`config.mk`:
```
export PLATFORM = sky130hd
export DESIGN_NAME = sadd_result_deser
export DESIGN_NICKNAME = d
export VERILOG_FILES = /design/src/rtl/sadd_result_deser.sv
export SDC_FILE = /design/constraint.sdc
export NUM_CORES = 1
export LEC_CHECK = 0
export BUFFER_PORTS_ARGS = -buffer_cell sky130_fd_sc_hd__buf_2
export CAP_MARGIN = 20
export CELL_PAD_IN_SITES_DETAIL_PLACEMENT = 1
export CELL_PAD_IN_SITES_GLOBAL_PLACEMENT = 1
export CORE_UTILIZATION = 40
export DETAILED_ROUTE_END_ITERATION = 10
export PLACE_DENSITY = 0.76
export RECOVER_POWER = 50
export SYNTH_ARGS = -nofsm -noshare
export SYNTH_HDL_FRONTEND = slang
export SYNTH_SLANG_ARGS = --single-unit
```
`constraint.sdc`:
```
create_clock -name clk -period 2 [get_ports clk]
set_clock_uncertainty 0.1 [all_clocks]
set_input_delay 0.1 -clock clk [delete_from_list [all_inputs] [get_ports clk]]
set_output_delay 0.1 -clock clk [all_outputs]
set_load 0.01 [all_outputs]
```
`src/rtl/sadd_result_deser.sv`:
```
// Result deserializer for the bit-serial adder: gathers LSB-first sum bits plus the final carry
// into a WIDTH+1 word, offers it on valid/ready, and flags protocol misuse with a sticky error.
module sadd_result_deser #(
  parameter int WIDTH = 4
) (
  input  logic             clk,
  input  logic             rst,
  input  logic             start,
  input  logic             bit_vld,
  input  logic             sum_bit,
  input  logic             carry_i,
  output logic [WIDTH:0]   res,
  output logic             res_vld,
  input  logic             res_rdy,
  output logic             busy,
  output logic             err
);

  localparam int CW = $clog2(WIDTH + 1);

  typedef enum logic [1:0] {
    IDLE    = 2'd0,
    COLLECT = 2'd1,
    HOLD    = 2'd2
  } state_t;

  // Handshake: res is transferred on any rising edge where res_vld & res_rdy are both 1;
  // while res_vld is 1 and res_rdy is 0, res is held stable and res_vld stays high.
  state_t           state_q, state_d;
  logic [WIDTH-1:0] shreg_q, shreg_d;
  logic [CW-1:0]    cnt_q, cnt_d;
  logic [WIDTH:0]   res_q, res_d;
  logic             res_vld_q, res_vld_d;
  logic             busy_q, busy_d;
  logic             err_q, err_d;

  always_comb begin
    state_d   = state_q;
    shreg_d   = shreg_q;
    cnt_d     = cnt_q;
    res_d     = res_q;
    res_vld_d = res_vld_q;
    err_d     = err_q;
    case (state_q)
      IDLE: begin
        if (start) begin
          shreg_d = '0;
          cnt_d   = '0;
          state_d = COLLECT;
        end else if (bit_vld) begin
          err_d = 1'b1;
        end
      end
      COLLECT: begin
        // A start here aborts the partial word; any bit arriving with it is discarded too.
        if (start) begin
          shreg_d = '0;
          cnt_d   = '0;
        end else if (bit_vld) begin
          shreg_d = {sum_bit, shreg_q[WIDTH-1:1]};
          if (cnt_q == CW'(WIDTH - 1)) begin
            res_d     = {carry_i, sum_bit, shreg_q[WIDTH-1:1]};
            res_vld_d = 1'b1;
            cnt_d     = '0;
            state_d   = HOLD;
          end else begin
            cnt_d = cnt_q + CW'(1);
          end
        end
      end
      HOLD: begin
        if (bit_vld) err_d = 1'b1;
        if (res_rdy) begin
          res_vld_d = 1'b0;
          if (start) begin
            shreg_d = '0;
            cnt_d   = '0;
            state_d = COLLECT;
          end else begin
            state_d = IDLE;
          end
        end else if (start) begin
          err_d = 1'b1;
        end
      end
      default: begin
        state_d   = IDLE;
        res_vld_d = 1'b0;
      end
    endcase
    busy_d = (state_d == COLLECT);
  end

  always_ff @(posedge clk or posedge rst) begin
    if (rst) begin
      state_q   <= IDLE;
      shreg_q   <= '0;
      cnt_q     <= '0;
      res_q     <= '0;
      res_vld_q <= 1'b0;
      busy_q    <= 1'b0;
      err_q     <= 1'b0;
    end else begin
      state_q   <= state_d;
      shreg_q   <= shreg_d;
      cnt_q     <= cnt_d;
      res_q     <= res_d;
      res_vld_q <= res_vld_d;
      busy_q    <= busy_d;
      err_q     <= err_d;
    end
  end

  assign res     = res_q;
  assign res_vld = res_vld_q;
  assign busy    = busy_q;
  assign err     = err_q;

endmodule

```
# Word level (Yosys, flattened, before mapping)
# Cells that the tools add are included.
# W data, S select, Z words.
totals:
  register_bits: 17
  latch_bits: 0
  ram_bits: 0
  rom_bits: 0
  output_inout_bits: 8
  mem_count: 0
classes:
  n_addsub: 1
  mul: 0
  n_div: 0
  magnitude_cmp: 0
  n_eq_ne: 10
  n_shift: 0
  muxes: 28
  n_bitwise: 2
  reduce_logical: 7
op_table:
  columns: ["cell", "count"]
  rows:
  - ["$mux W4", 4]
  - ["$mux W3", 5]
  - ["$pmux W4 S3", 1]
  - ["$mux W2", 5]
  - ["$ne A2 B2 Y1 const B", 5]
  - ["$mux W1", 9]
  - ["$pmux W3 S3", 1]
  - ["$pmux W2 S3", 1]
  - ["$reduce_and A5 Y1", 1]
  - ["$eq A2 B1 Y1 const B", 2]
  - ["$reduce_and A4 Y1", 1]
  - ["$add A3 B1 Y3 const B", 1]
  - ["$eq A3 B2 Y1 const B", 1]
  - ["$ne A3 B3 Y1 const B", 1]
  - ["$pmux W1 S3", 1]
  - ["$reduce_and A3 Y1", 1]
  - ["$reduce_bool A3 Y1", 1]
  - ["$eq A2 B2 Y1 const B", 1]
  - ["$logic_not A2 Y1", 1]
  - ["$not A1 Y1", 2]
  - ["$pmux W1 S2", 1]
  - ["$reduce_and A2 Y1", 1]
  - ["$reduce_bool A2 Y1", 1]

# Logic depth before layout (Yosys ltp)
depth:
  ltp_word: 6
  ltp_mapped: 4
  ltp_nobuf: 4

# Least setup slack after synthesis
# OpenSTA, ideal clock, no wires.
synth_timing:
  path_kind: "register to register"
  start: "register cnt_q[0]"
  end: "register res_q[3] (netlist: res[3])"
  setup_time_ns: 0.125
  t_arrival_ns: 1.409
  required_time_ns: 1.775
  path_slack_ns: 0.366
  path_stages_with_launch: 5
  n_path_buf: 0
  path_cell_list: "dfrtp_1 > ha_1 > nand3b_2 > nor4b_4 > mux2_2"
synth_between:
  elab_chain_len: 2
synth_rtl:
  columns: ["item", "line_no", "source"]
  rows:
  - ["start: declaration", "31", "logic [CW-1:0] cnt_q, cnt_d;"]
  - ["start signal: assignment", "106", "cnt_q <= cnt_d;"]
  - ["$eq A3 B2 Y1", "61", "if (cnt_q == CW'(WIDTH - 1)) begin"]
  - ["$reduce_and A4 Y1 (no source line)", null, null]
  - ["end signal: assignment", "107", "res_q <= res_d;"]
  - ["end: declaration", "32", "logic [WIDTH:0] res_q, res_d;"]
# Every way passes these cells.
# A chain may end at the register's enable or synchronous reset.

# Final worst setup path
layout_timing:
  start: "register cnt_q[0]"
  end: "register res_q[1] (netlist: res[1])"
# Same word-level chain as after synthesis.

==> summary.md <==
| Metric | Value |
|---|---|
| Setup CP Type | `reg -> reg` |
| CTS root buf | `clkbuf_4` |
| Mapped Nets | `71` |
| Met3 routed WL | `37 µm` |
| Hold Path Stages | `3` |
| Final Hold Viols | `0` |
| IR drop worst, VDD | `0.0003917 V` |
| Yosys warnings | `0` |
| Critical Path AT | `1.87 ns` |
| Top cell type's share of synthesized area | `0.5489` |
| Via-to-Cell Ratio | `5.336` |
| M1 WL | `771 µm` |
| First-pass GRT wire length | `2801 µm` |
| Register area share after synthesis | `0.5489` |
| H-tree Lvls | `1` |
| CP Data Required Time | `2.07 ns` |
| Mean post-synth cell area | `11.58 µm²` |
| Resized cells post-CTS | `0` |
| CTS max path bufs | `2` |
| # setup viols final | `0` |
| Largest net degree at the start of global routing | `17` |
| WL/cell | `15.93 µm` |
| Post-route DRC violation count | `0` |
| Final Max Tran Viols | `0` |
| Routability cong. | `0.7633` |
| Cell taking the most area after synthesis | `dfrtp_1` |
| Syn Inst Count | `63` |
| # Max-Cap Violations | `0` |
| Dpl hpwl | `1187 µm` |
| Core area | `1727 µm²` |
| Initial DRC count | `8` |
| I/O Buffers | `14` |
| Clock transition at path regs | `0.09 ns` |
| Pwr Total | `0.7139 mW` |
| Worst slew pin tran | `0.6232 ns` |
| Max-slew headroom | `0.5841` |
| Via count | `571` |
| Critical path launch point type | `register` |
| Die H | `44.71 µm` |
| Met2 routed WL | `883 µm` |
| Post-DRT Antenna Nets | `0` |
| CTS tree | `yes` |
| Leakage | `0.4165 nW` |
| Initial core utilization | `0.4225` |
| Synth Cell Area | `729.5 µm²` |
| Clk_lat worst skew | `0.28 ns` |
| Fraction of the cycle the final worst path needs | `0.9018` |
| GRT Total Usage | `0.2010` |
| # rows | `15` |
| P&R area growth vs syn | `19.90%` |
| Synth area leaders | `dfrtp_1, mux2_2, o21ai_0` |
| Highest metal used | `met4` |
| Reg2Reg Depth | `4` |
| Post-route setup TNS | `0 ns` |
| Post-synth cell types | `23` |
| Worst Hold Class | `in -> reg` |
| Fin nets | `92` |
| Die Wd | `44.71 µm` |
| Commonest cells after routing, fill and taps aside | `dfrtp_1, clkbuf_1, o21ai_0` |
| Unrepaired setup endpoints after global routing | `false` |
| CTS Sinks | `16` |
| Fillers | `200` |
| Global route overflow | `0` |
| Inserted Clock Buffers | `3` |
| Maximum fanout along the worst path | `7` |
| Most common cell after layout, fill and taps aside | `dfrtp_1` |
| Max Fclk | `554.5 MHz` |
| CP endpoint kind | `register` |
| Final wirelength | `1704 µm` |
| Die footprint | `1999 µm²` |
| Vias in the first global route | `586` |
| Antenna Cells | `0` |
| #FFs+latches synth | `16` |
| Total iterations of the first detailed-routing run | `4` |
| Minimum clock period | `1.804 ns` |
| Initial antenna violation count | `0` |
| Outcome | `completed` |
| PD cells | `816.2 nW/µm²` |
| Fraction of layout cells with a size suffix above 1 | `0.2561` |
| I/O pin count | `15` |
## final timing paths
check	start	end	slack, ns
max	cnt_q[0]$_DFFE_PP0P_	res[1]$_DFFE_PP0P_	0.20
min	bit_vld	cnt_q[1]$_DFFE_PP0P_	0.03
max reg2reg	cnt_q[0]$_DFFE_PP0P_	res[1]$_DFFE_PP0P_	0.20
min reg2reg	err$_DFFE_PP0P_	err$_DFFE_PP0P_	0.37
max in group asynchronous	rst	cnt_q[2]$_DFFE_PP0P_	1.06
min in group asynchronous	rst	state_q[0]$_DFF_PP0_	0.35
## power breakdown
group,internal [mW],switching (mW)
clock network,0.0698,0.100
registers,0.371,0.0290
logic,0.0661,0.0782
## metal layers
layer  GRT usage  up-vias
met3     0.03600        2
met2      0.3324        7
li1            -      268
met4     0.07273        0
met5           0        -
met1      0.2648      294
## cell usage after synthesis (all sizes together)
cell,count
o21ai,7
o31ai,1
or2,1
nand3b,2
mux2,5
o21bai,1
a31oi,1
clkbuf,1
nor3b,1
ha,1
nor4b,1
a31o,2
o211a,1
buf,2
o22ai,1
dfrtp,16
nor2,1
inv,4
a21o,3
o211ai,4
a21oi,2
nand2,5
## kinds of logic (layout without fill, tap and decap cells)
family                     count (synthesis)  after routing  share of synthesized area
DFF                                       16             16                     0.5489
buffers and inverters                      7             26                    0.03944
adders and majority gates                  1              1                    0.01715
AOI/OAI and AO/OA                         23             23                     0.2093
muxes                                      5              5                    0.07718
and+or+nand+nor                           11             11                     0.1081
## worst max-delay path, cell delays in order (launching register included)
cell and delay, ns:
dfrtp_1 0.38, ha_1 0.21, nand3b_2 0.14, nor4b_4 0.45, mux2_2 0.40
## sequential cells by signal (all words and copies together), names as in the netlist
name / flops
err: 1
busy: 1
res: 5
shreg_q: 3
state_q: 2
res_vld: 1
cnt_q: 3
## stage by stage
stage	setup WS (ns)	area (µm²)	cells	util	hold WS [ns]
floorplan	0.3663	729.5	63	-	-0.08626
global placement	0.2571	832.0	101	0.4819	0.09268
detailed placement	0.2016	832.0	101	0.4819	0.09971
CTS	0.1907	884.6	107	0.5123	0.02600
global route	0.1077	874.6	107	0.5065	0.03446
finish	0.1965	874.6	107	0.5065	0.02532
## cell type report
type                    instances  area, µm²  area share
well taps                      25      31.28     0.03577
flip-flops and latches         16      400.4      0.4578
multi-input cells              40      300.3      0.3433
clock buffers                   3      22.52     0.02575
repair buffers                 19      105.1      0.1202
inverters                       4      15.01     0.01717
## timing repair
action,4_1_cts,5_1_grt
hold buffers,3,0
setup buffers,0,0
endpoints found under the hold margin,19,0
Note: power is estimated with default switching activity, not from simulation.
